**config.mk**
```make
export PLATFORM = sky130hd
export DESIGN_NAME = simple_processor
export DESIGN_NICKNAME = d
export VERILOG_FILES = /design/src/rtl/simple_processor.sv
export SDC_FILE = /design/constraint.sdc
export NUM_CORES = 1
export LEC_CHECK = 0
export CORE_MARGIN = 2
export CORE_UTILIZATION = 60
export DETAILED_ROUTE_END_ITERATION = 7
export PLACE_DENSITY = 0.91
export RECOVER_POWER = 50
export SLEW_MARGIN = 30
export SYNTH_ARGS = -nofsm -noshare
export SYNTH_HDL_FRONTEND = slang
export SYNTH_SLANG_ARGS = --single-unit
```
**constraint.sdc**
```tcl
create_clock -name clk -period 11.7 [get_ports clk]
set_input_delay 2.34 -clock clk [delete_from_list [all_inputs] [get_ports clk]]
set_output_delay 2.34 -clock clk [all_outputs]
set_load 0.01 [all_outputs]
```
**src/rtl/simple_processor.sv**
```systemverilog
// simple_processor: button-stepped 4-bit teaching processor (8-word ROM, 8x4 RF, 16x4 DM).
// Define SIMPLE_PROCESSOR_SEG_EN to build the refresh counter and seven-segment driver.
module simple_processor #(
   parameter int REFRESH_BITS = 18
) (
   input  logic        clk,
   input  logic        reset,
   input  logic        leftBtn,
   input  logic        rightBtn,
   input  logic        switchEn,
   input  logic [11:0] switch,
   output logic [6:0]  seg,
   output logic        dp,
   output logic [3:0]  an,
   output logic [3:0]  Res,
   output logic [3:0]  rdd1
);

   localparam logic [2:0] OP_ST  = 3'b000;
   localparam logic [2:0] OP_LD  = 3'b001;
   localparam logic [2:0] OP_ADD = 3'b010;
   localparam logic [2:0] OP_SUB = 3'b011;
   localparam logic [2:0] OP_LDI = 3'b100;

   // Fixed demonstration program; unused slots are NOPs.
   function automatic logic [11:0] rom_word(input logic [2:0] addr);
      logic [11:0] w;
      case (addr)
         3'd0:    w = 12'h831;
         3'd1:    w = 12'h852;
         3'd2:    w = 12'h4CA;
         3'd3:    w = 12'h023;
         3'd4:    w = 12'h224;
         3'd5:    w = 12'h761;
         3'd6:    w = 12'hE00;
         3'd7:    w = 12'hE00;
         default: w = 12'hE00;
      endcase
      return w;
   endfunction

   // Hex font, active-low, bit 0 = segment a ... bit 6 = segment g.
   function automatic logic [6:0] hex_seg(input logic [3:0] v);
      logic [6:0] s;
      case (v)
         4'h0:    s = 7'h40;
         4'h1:    s = 7'h79;
         4'h2:    s = 7'h24;
         4'h3:    s = 7'h30;
         4'h4:    s = 7'h19;
         4'h5:    s = 7'h12;
         4'h6:    s = 7'h02;
         4'h7:    s = 7'h78;
         4'h8:    s = 7'h00;
         4'h9:    s = 7'h10;
         4'hA:    s = 7'h08;
         4'hB:    s = 7'h03;
         4'hC:    s = 7'h46;
         4'hD:    s = 7'h21;
         4'hE:    s = 7'h06;
         4'hF:    s = 7'h0E;
         default: s = 7'h7F;
      endcase
      return s;
   endfunction

   logic [2:0]  pc_r;
   logic [3:0]  res_r;
   logic [3:0]  rf_r [8];
   logic [3:0]  dm_r [16];
   logic        lq_r;
   logic        rq_r;

   logic        exec_s;
   logic        restart_s;
   logic [11:0] instr_s;
   logic [2:0]  op_s;
   logic [2:0]  d_s;
   logic [2:0]  a_s;
   logic [2:0]  b_s;
   logic [3:0]  k_s;
   logic [2:0]  r_s;
   logic [3:0]  rd1_s;
   logic [3:0]  rd2_s;
   logic        rf_we_s;
   logic [2:0]  rf_wa_s;
   logic [3:0]  rf_wd_s;
   logic        dm_we_s;
   logic        res_we_s;
   logic [3:0]  res_wd_s;

   // An X on a button input yields an X pulse, which the if-conditions below treat as no edge.
   assign exec_s    = leftBtn & ~lq_r;
   assign restart_s = rightBtn & ~rq_r;

   // Instruction select and field decode.
   always_comb begin
      instr_s = switchEn ? switch : rom_word(pc_r);
      op_s    = instr_s[11:9];
      d_s     = instr_s[8:6];
      a_s     = instr_s[5:3];
      b_s     = instr_s[2:0];
      k_s     = instr_s[7:4];
      r_s     = instr_s[2:0];
   end

   // Register-file read ports; port 1 follows a for ALU ops and r otherwise.
   always_comb begin
      rd2_s = rf_r[b_s];
      if ((op_s == OP_ADD) || (op_s == OP_SUB)) begin
         rd1_s = rf_r[a_s];
      end else begin
         rd1_s = rf_r[r_s];
      end
   end

   assign rdd1 = rd1_s;

   // Execute: write enables and write data for RF, DM and Res.
   always_comb begin
      rf_we_s  = 1'b0;
      rf_wa_s  = r_s;
      rf_wd_s  = 4'h0;
      dm_we_s  = 1'b0;
      res_we_s = 1'b0;
      res_wd_s = res_r;
      if (exec_s) begin
         case (op_s)
            OP_ST: begin
               dm_we_s  = 1'b1;
               res_we_s = 1'b1;
               res_wd_s = rd1_s;
            end
            OP_LD: begin
               rf_we_s  = 1'b1;
               rf_wd_s  = dm_r[k_s];
               res_we_s = 1'b1;
               res_wd_s = dm_r[k_s];
            end
            OP_ADD: begin
               rf_we_s  = 1'b1;
               rf_wa_s  = d_s;
               rf_wd_s  = rd1_s + rd2_s;
               res_we_s = 1'b1;
               res_wd_s = rd1_s + rd2_s;
            end
            OP_SUB: begin
               rf_we_s  = 1'b1;
               rf_wa_s  = d_s;
               rf_wd_s  = rd1_s - rd2_s;
               res_we_s = 1'b1;
               res_wd_s = rd1_s - rd2_s;
            end
            OP_LDI: begin
               rf_we_s  = 1'b1;
               rf_wd_s  = k_s;
               res_we_s = 1'b1;
               res_wd_s = k_s;
            end
            default: begin
               rf_we_s  = 1'b0;
               res_we_s = 1'b0;
            end
         endcase
      end else begin
         rf_we_s  = 1'b0;
         dm_we_s  = 1'b0;
         res_we_s = 1'b0;
      end
   end

   // Architectural state: button edge flops, PC, Res, RF and DM.
   always_ff @(posedge clk) begin
      if (reset) begin
         lq_r  <= 1'b0;
         rq_r  <= 1'b0;
         pc_r  <= 3'd0;
         res_r <= 4'h0;
         for (int i = 0; i < 8; i++) begin
            rf_r[i] <= 4'h0;
         end
         for (int i = 0; i < 16; i++) begin
            dm_r[i] <= 4'h0;
         end
      end else begin
         lq_r <= leftBtn;
         rq_r <= rightBtn;
         if (rf_we_s) begin
            rf_r[rf_wa_s] <= rf_wd_s;
         end
         if (dm_we_s) begin
            dm_r[k_s] <= rd1_s;
         end
         if (res_we_s) begin
            res_r <= res_wd_s;
         end
         // Restart takes priority over the post-execute increment.
         if (restart_s) begin
            pc_r <= 3'd0;
         end else if (exec_s && !switchEn) begin
            pc_r <= pc_r + 3'd1;
         end
      end
   end

   assign Res = res_r;
   assign dp  = 1'b1;

`ifdef SIMPLE_PROCESSOR_SEG_EN
   logic [REFRESH_BITS-1:0] refresh_r;
   logic [1:0]              digit_sel_s;
   logic [3:0]              digit_val_s;
   logic [6:0]              seg_r;
   logic [3:0]              an_r;

   assign digit_sel_s = refresh_r[REFRESH_BITS-1 -: 2];

   // Digit multiplexer: PC, Res, rdd1, op from left to right.
   always_comb begin
      case (digit_sel_s)
         2'd3:    digit_val_s = {1'b0, pc_r};
         2'd2:    digit_val_s = res_r;
         2'd1:    digit_val_s = rd1_s;
         2'd0:    digit_val_s = {1'b0, op_s};
         default: digit_val_s = 4'h0;
      endcase
   end

   // Refresh counter and registered segment/anode drive.
   always_ff @(posedge clk) begin
      if (reset) begin
         refresh_r <= {REFRESH_BITS{1'b0}};
         seg_r     <= 7'h7F;
         an_r      <= 4'hF;
      end else begin
         refresh_r <= refresh_r + {{(REFRESH_BITS-1){1'b0}}, 1'b1};
         seg_r     <= hex_seg(digit_val_s);
         an_r      <= ~(4'b0001 << digit_sel_s);
      end
   end

   assign seg = seg_r;
   assign an  = an_r;
`else
   assign seg = 7'h7F;
   assign an  = 4'hF;
`endif

endmodule

```
[Word level (Yosys, flattened, before mapping)]
Memories as Yosys holds them, arrays and structs flattened. A register that Yosys moved wholly into a read port is not among the register bits.
Index checks and enable logic that the tools add are counted.
Cells by class
  add/subtract/negate cells: 3
  eq/ne operators: 4
  multiplexer cells: 29
  bitwise logic cells: 4
  reductions and logical operators: 12
Operators with widths (count)
  2-to-1 mux 4 bit: 5
  case mux 4 bit (5 select lines): 1
  2-to-1 mux 1 bit: 16
  case mux 4 bit (4 select lines): 1
  2-to-1 mux 3 bit: 5
  2-to-1 mux 12 bit: 1
  OR reduction 4 bit: 3
  equality test 3 x 2 -> 1 bit (second input constant): 2
  nonzero test 5 bit: 1
  OR reduction 5 bit: 1
  adder 4 bit: 1
  OR reduction 2 bit: 2
  subtractor 4 bit: 1
  adder 3 x 1 -> 3 bit (second input constant): 1
  equality test 3 x 1 -> 1 bit (second input constant): 1
  equality test 3 bit (second input constant): 1
  zero test 3 bit: 1
  AND reduction 3 bit: 1
  AND 1 bit: 2
  inverter 1 bit: 2
  logical AND 1 bit: 1
  zero test 1 bit: 1
  logical OR 1 bit: 1
Storage, ports and cells
  bits in registers: 9
  bits in writable memories: 96
  bits in read-only memories: 96
  bits of input ports: 17
  output and inout bits: 20
  logic and storage cells: 59
  memories kept: 3
Memories
  (no name shown): words 8, bits a word 12, rd ports 1, clocked after memory_dff 1, wr ports 0, RTL line 28  | case (addr)
  dm_r: words 16, bits a word 4, rd ports 1, clocked after memory_dff 0, wr ports 16, RTL line 70  | logic [3:0] dm_r [16];
  rf_r: words 8, bits a word 4, rd ports 2, clocked after memory_dff 0, wr ports 8, RTL line 69  | logic [3:0] rf_r [8];

[Logic depth before layout (Yosys ltp)]
  word-level depth: 10
  mapped depth: 20

[Least setup slack after synthesis]
Ideal clock, no wire load.
  path type: input -> output
  start: input port switchEn
  end: output port rdd1[1]
  data arrival time: 4.440 ns
  required time: 9.360 ns
  setup slack: 4.920 ns
  stages on the path: 11
  path buffers: 5
  cells stage by stage: buf_6 > buf_8 > buf_6 > buf_6 > mux2i_2 > mux4_2 > mux2i_1 > inv_2 > o21ai_4 > buf_2 > inv_1
On the way
  longest elaborated chain between the ends: 4
  elaborated cells between the ends (all ways): 6
  those cells by class: eq/ne (2); mux (2); reduce/logical (1); memory (1)
RTL lines
  from (decl): RTL line 10  | input logic switchEn,
  2-to-1 mux 12 bit (*): RTL line 98  | instr_s = switchEn ? switch : rom_word(pc_r);
  parallel branches: the longest is 2 deep, another holds memory (8 x 4 bit)
  2-to-1 mux 4 bit (*): RTL line 110  | if ((op_s == OP_ADD) || (op_s == OP_SUB)) begin
  to (decl): RTL line 16  | output logic [3:0] rdd1
Every way passes the cells marked *.

[Worst setup path in the final report]
  start: input port switchEn
  end: output port rdd1[2]
The elaborated chain is that of the path after synthesis.

==> results_dict.tcl <==
set metrics [dict create \
    max_slew_margin -0.483 \
    r2r_slack_ns 5.80 \
    maxCapViolations 1 \
    cp_slowest_cell "mux2i_1" \
    diodes 0 \
    cts_buffer_depth 2 \
    grt_pass1_wl_mm 24.8 \
    cp.arrival_ns 7.14 \
    pwr_density_cell_nw_per_um2 154 \
    die_y_microns 107 \
    yosysSeqAreaShare 0.515 \
    vias 4795 \
    fill_cells 730 \
    cp-end-kind "output port" \
    setup_tns_ns 0 \
    max_freq_ghz 0.105 \
    r2r_cells 13 \
    synth-seq-cells 116 \
    holdBufCountCts 0 \
    clk_latency_ns 0.54 \
    status "finished, violations left" \
    slew_violations 19 \
    routedWlPerCell_microns 21.8 \
    die_x_microns 107 \
    ys.flop_type "edfxtp_1" \
    failed_checks "max-capacitance violations, max-slew violations" \
    p_total_mw 1.09 \
    ys_warn_count 0 \
    crit_buf_inv 4 \
    antenna_found_initial 0 \
    vdd_drop_max_mv 0.0892 \
    yosys.area.top_type "edfxtp_1" \
    place_congestion 0.914 \
    postRouteAntennaNets 0 \
    grt_usage 0.293 \
    avgSynthCellArea_sq_um 11.3 \
    drc 0 \
    core_area_sq_um 10300 \
    crit_chain "buf_2, buf_4, mux2i_1, nand2b_1, o221ai_1, a21o_1, o21a_1, inv_1, clkdlybuf4s50_1" \
    clock_sinks 116 \
    syn_area_sq_um 6370 \
    dp_slack_ns 3.53 \
    utilization 0.686 \
    finClkSkew_ns 0.00863 \
    yosysUniqueCellTypes 63 \
    post-route-period-util 0.810 \
    rsz0062_at_grt "no" \
    critPathMaxFanout 42 \
    grt_pass1_vias 4653 \
    hold_path_end "Res[0]" \
    cts-root-buf "clkbuf_8" \
    gr-total-overflow 0 \
    netlist_instances 565 \
    syn2layout_area_growth_pct 11.1 \
    dp_hpwl_mm 10.9 \
    start_util 0.617 \
    multi_input_area_sq_um 2800 \
    dieArea_sq_um 11500 \
    cts_tree "built" \
    setup_viol 0 \
    grt_max_degree 43 \
    fin_crit_ns 9.48 \
    synth_top_area_share 0.452 \
    io_buffer_count 24 \
    synth_edf_count 96 \
    routed_wirelength_mm 15.9 \
    cp_top_family "multiplexers" \
    yosys-top-cells-area "edfxtp_1 45%, nor2_1 7.2%, dfxtp_1 6.3%" \
    layout_setup_ws_ns 2.22 \
    rr_endpoint "rf_r[3][3]" \
    cts_buffers 17 \
    hold_path_class "flop to flop" \
    criticalPathCategory "input pin to output port" \
    rows 37 \
    drt_iter0_drc 781 \
    regArea_sq_um 3280 \
    start_kind "input pin" \
    hold_viol_final 0 \
    async_flop_share 0 \
    cp_data_required_time_ns 9.36 \
    num-nets-final 612 \
    hp-start "Res[0]" \
    drive_above_1_share 0.123 \
    postPlaceCellArea_sq_um 6570 \
    slowest_delay_ns 1.74 \
    first_pass_iters 7 \
    vias_per_cell 6.56 \
    leakage_nw 2.61 \
    postCtsSetupRepairBufs 0 \
    fin_area_sq_um 7080 \
    boundaryPins 37 \
    tightest_slew_ns 2.16 \
    whs_path_depth 2 \
    cts_resized 0 \
    htreeDepth 4 \
    clk_pin_slew_ns 0.06 \
]
area by class of cell:
cell class                      instances  area share
Clock buffer                           20      0.0601
Clock inverter                         11      0.0159
Inverter                               15     0.00795
Multi-Input combinational cell        408       0.395
Sequential cell                       116       0.464
Tap cell                              136      0.0240
Timing Repair Buffer                   25      0.0336
routing by layer:
metal	track usage	vias to the layer above	wire length [microns]
met1	0.397	2279	6160
li1	-	2068	-
met2	0.449	374	7370
met4	0.155	0	696
met3	0.0590	74	1670
met5	0	-	0
layout by cell type, fill, tap and decap left out, types with 3 or more instances in the layout:
| master | n |
|---|---|
| a211oi_1 | 7 |
| a21o_1 | 5 |
| a21oi_1 | 18 |
| a221oi_1 | 4 |
| clkbuf_1 | 3 |
| clkbuf_16 | 16 |
| clkdlybuf4s50_1 | 16 |
| clkinv_2 | 4 |
| conb_1 | 12 |
| dfxtp_1 | 20 |
| dlygate4sd3_1 | 6 |
| edfxtp_1 | 96 |
| ha_1 | 10 |
| inv_1 | 14 |
| mux2_2 | 10 |
| mux2i_1 | 16 |
| mux2i_4 | 3 |
| mux4_1 | 7 |
| mux4_2 | 11 |
| nand2_1 | 43 |
| nand2b_1 | 29 |
| nor2_1 | 123 |
| nor2_2 | 8 |
| nor2b_1 | 13 |
| nor3_1 | 6 |
| o211ai_1 | 5 |
| o21ai_0 | 14 |
| o21ai_1 | 5 |
| o221ai_1 | 6 |
| o22ai_1 | 9 |
| or2_1 | 4 |
sequential cells by signal (all words and copies together), names as in the netlist, named ones only:
signal,flops
Res,4
dm_r,64
lq_r,1
pc_r,3
rf_r,32
rq_r,1
cells in the mapped netlist (4+ instances only):
library cell / n
nor2_2: 8
o211ai_1: 5
nor2b_1: 13
o221ai_1: 6
nor3_1: 6
ha_1: 10
mux2_2: 10
mux2i_1: 15
mux2i_4: 4
a21o_1: 5
o22ai_1: 8
a21oi_1: 18
a221oi_1: 4
clkbuf_1: 8
inv_1: 14
o21ai_1: 5
buf_4: 12
nand2b_1: 28
edfxtp_1: 96
mux4_1: 7
nand2_1: 43
a211oi_1: 7
o21ai_0: 14
or2_1: 4
buf_6: 6
buf_2: 10
mux4_2: 11
nor2_1: 123
dfxtp_1: 20
cell families (layout without fill, tap and decap cells):
logic type | count (synthesis) | in the layout | share of synthesized area
AOI/OAI and AO/OA | 92 | 92 | 0.105
xor gates and xnor gates | 4 | 4 | 0.00550
adders and majority gates | 12 | 12 | 0.0259
buffers and inverters | 52 | 71 | 0.0485
DFF | 116 | 116 | 0.515
muxes | 50 | 50 | 0.130
other | 1 | 12 | 0.000588
and+or+nand+nor | 238 | 238 | 0.170
through the flow:
| stage | instances | hold WS, ns |
|---|---|---|
| floorplan | 576 | 0.492 |
| finish | 731 | 0.521 |
| CTS | 731 | 0.522 |
| global placement | 700 | 0.499 |
| global route | 731 | 0.561 |
| detailed placement | 700 | 0.513 |
tightest hold or removal path, cell delays in order, from the launching register on:
cell and delay, ns:
dfxtp_1 0.33, nor2_1 0.05, nor3_2 0.09
power breakdown:
part / internal (mW) / switching, mW
Clock: 0.298 / 0.178
Sequential: 0.461 / 0.00965
Combinational: 0.0530 / 0.0921
how the worst max path moves through the flow:
stage,start,to,slack (ns),depth (start not counted)
after global placement,switchEn,rdd1[2],3.74,9
after floorplan,switchEn,rdd1[1],4.92,11
after global routing,switchEn,rdd1[2],1.73,9
after CTS,switchEn,rdd1[2],3.52,9
after detailed placement,switchEn,rdd1[2],3.53,9
final,switchEn,rdd1[2],2.22,9
Power figures use the tool's default switching activity.
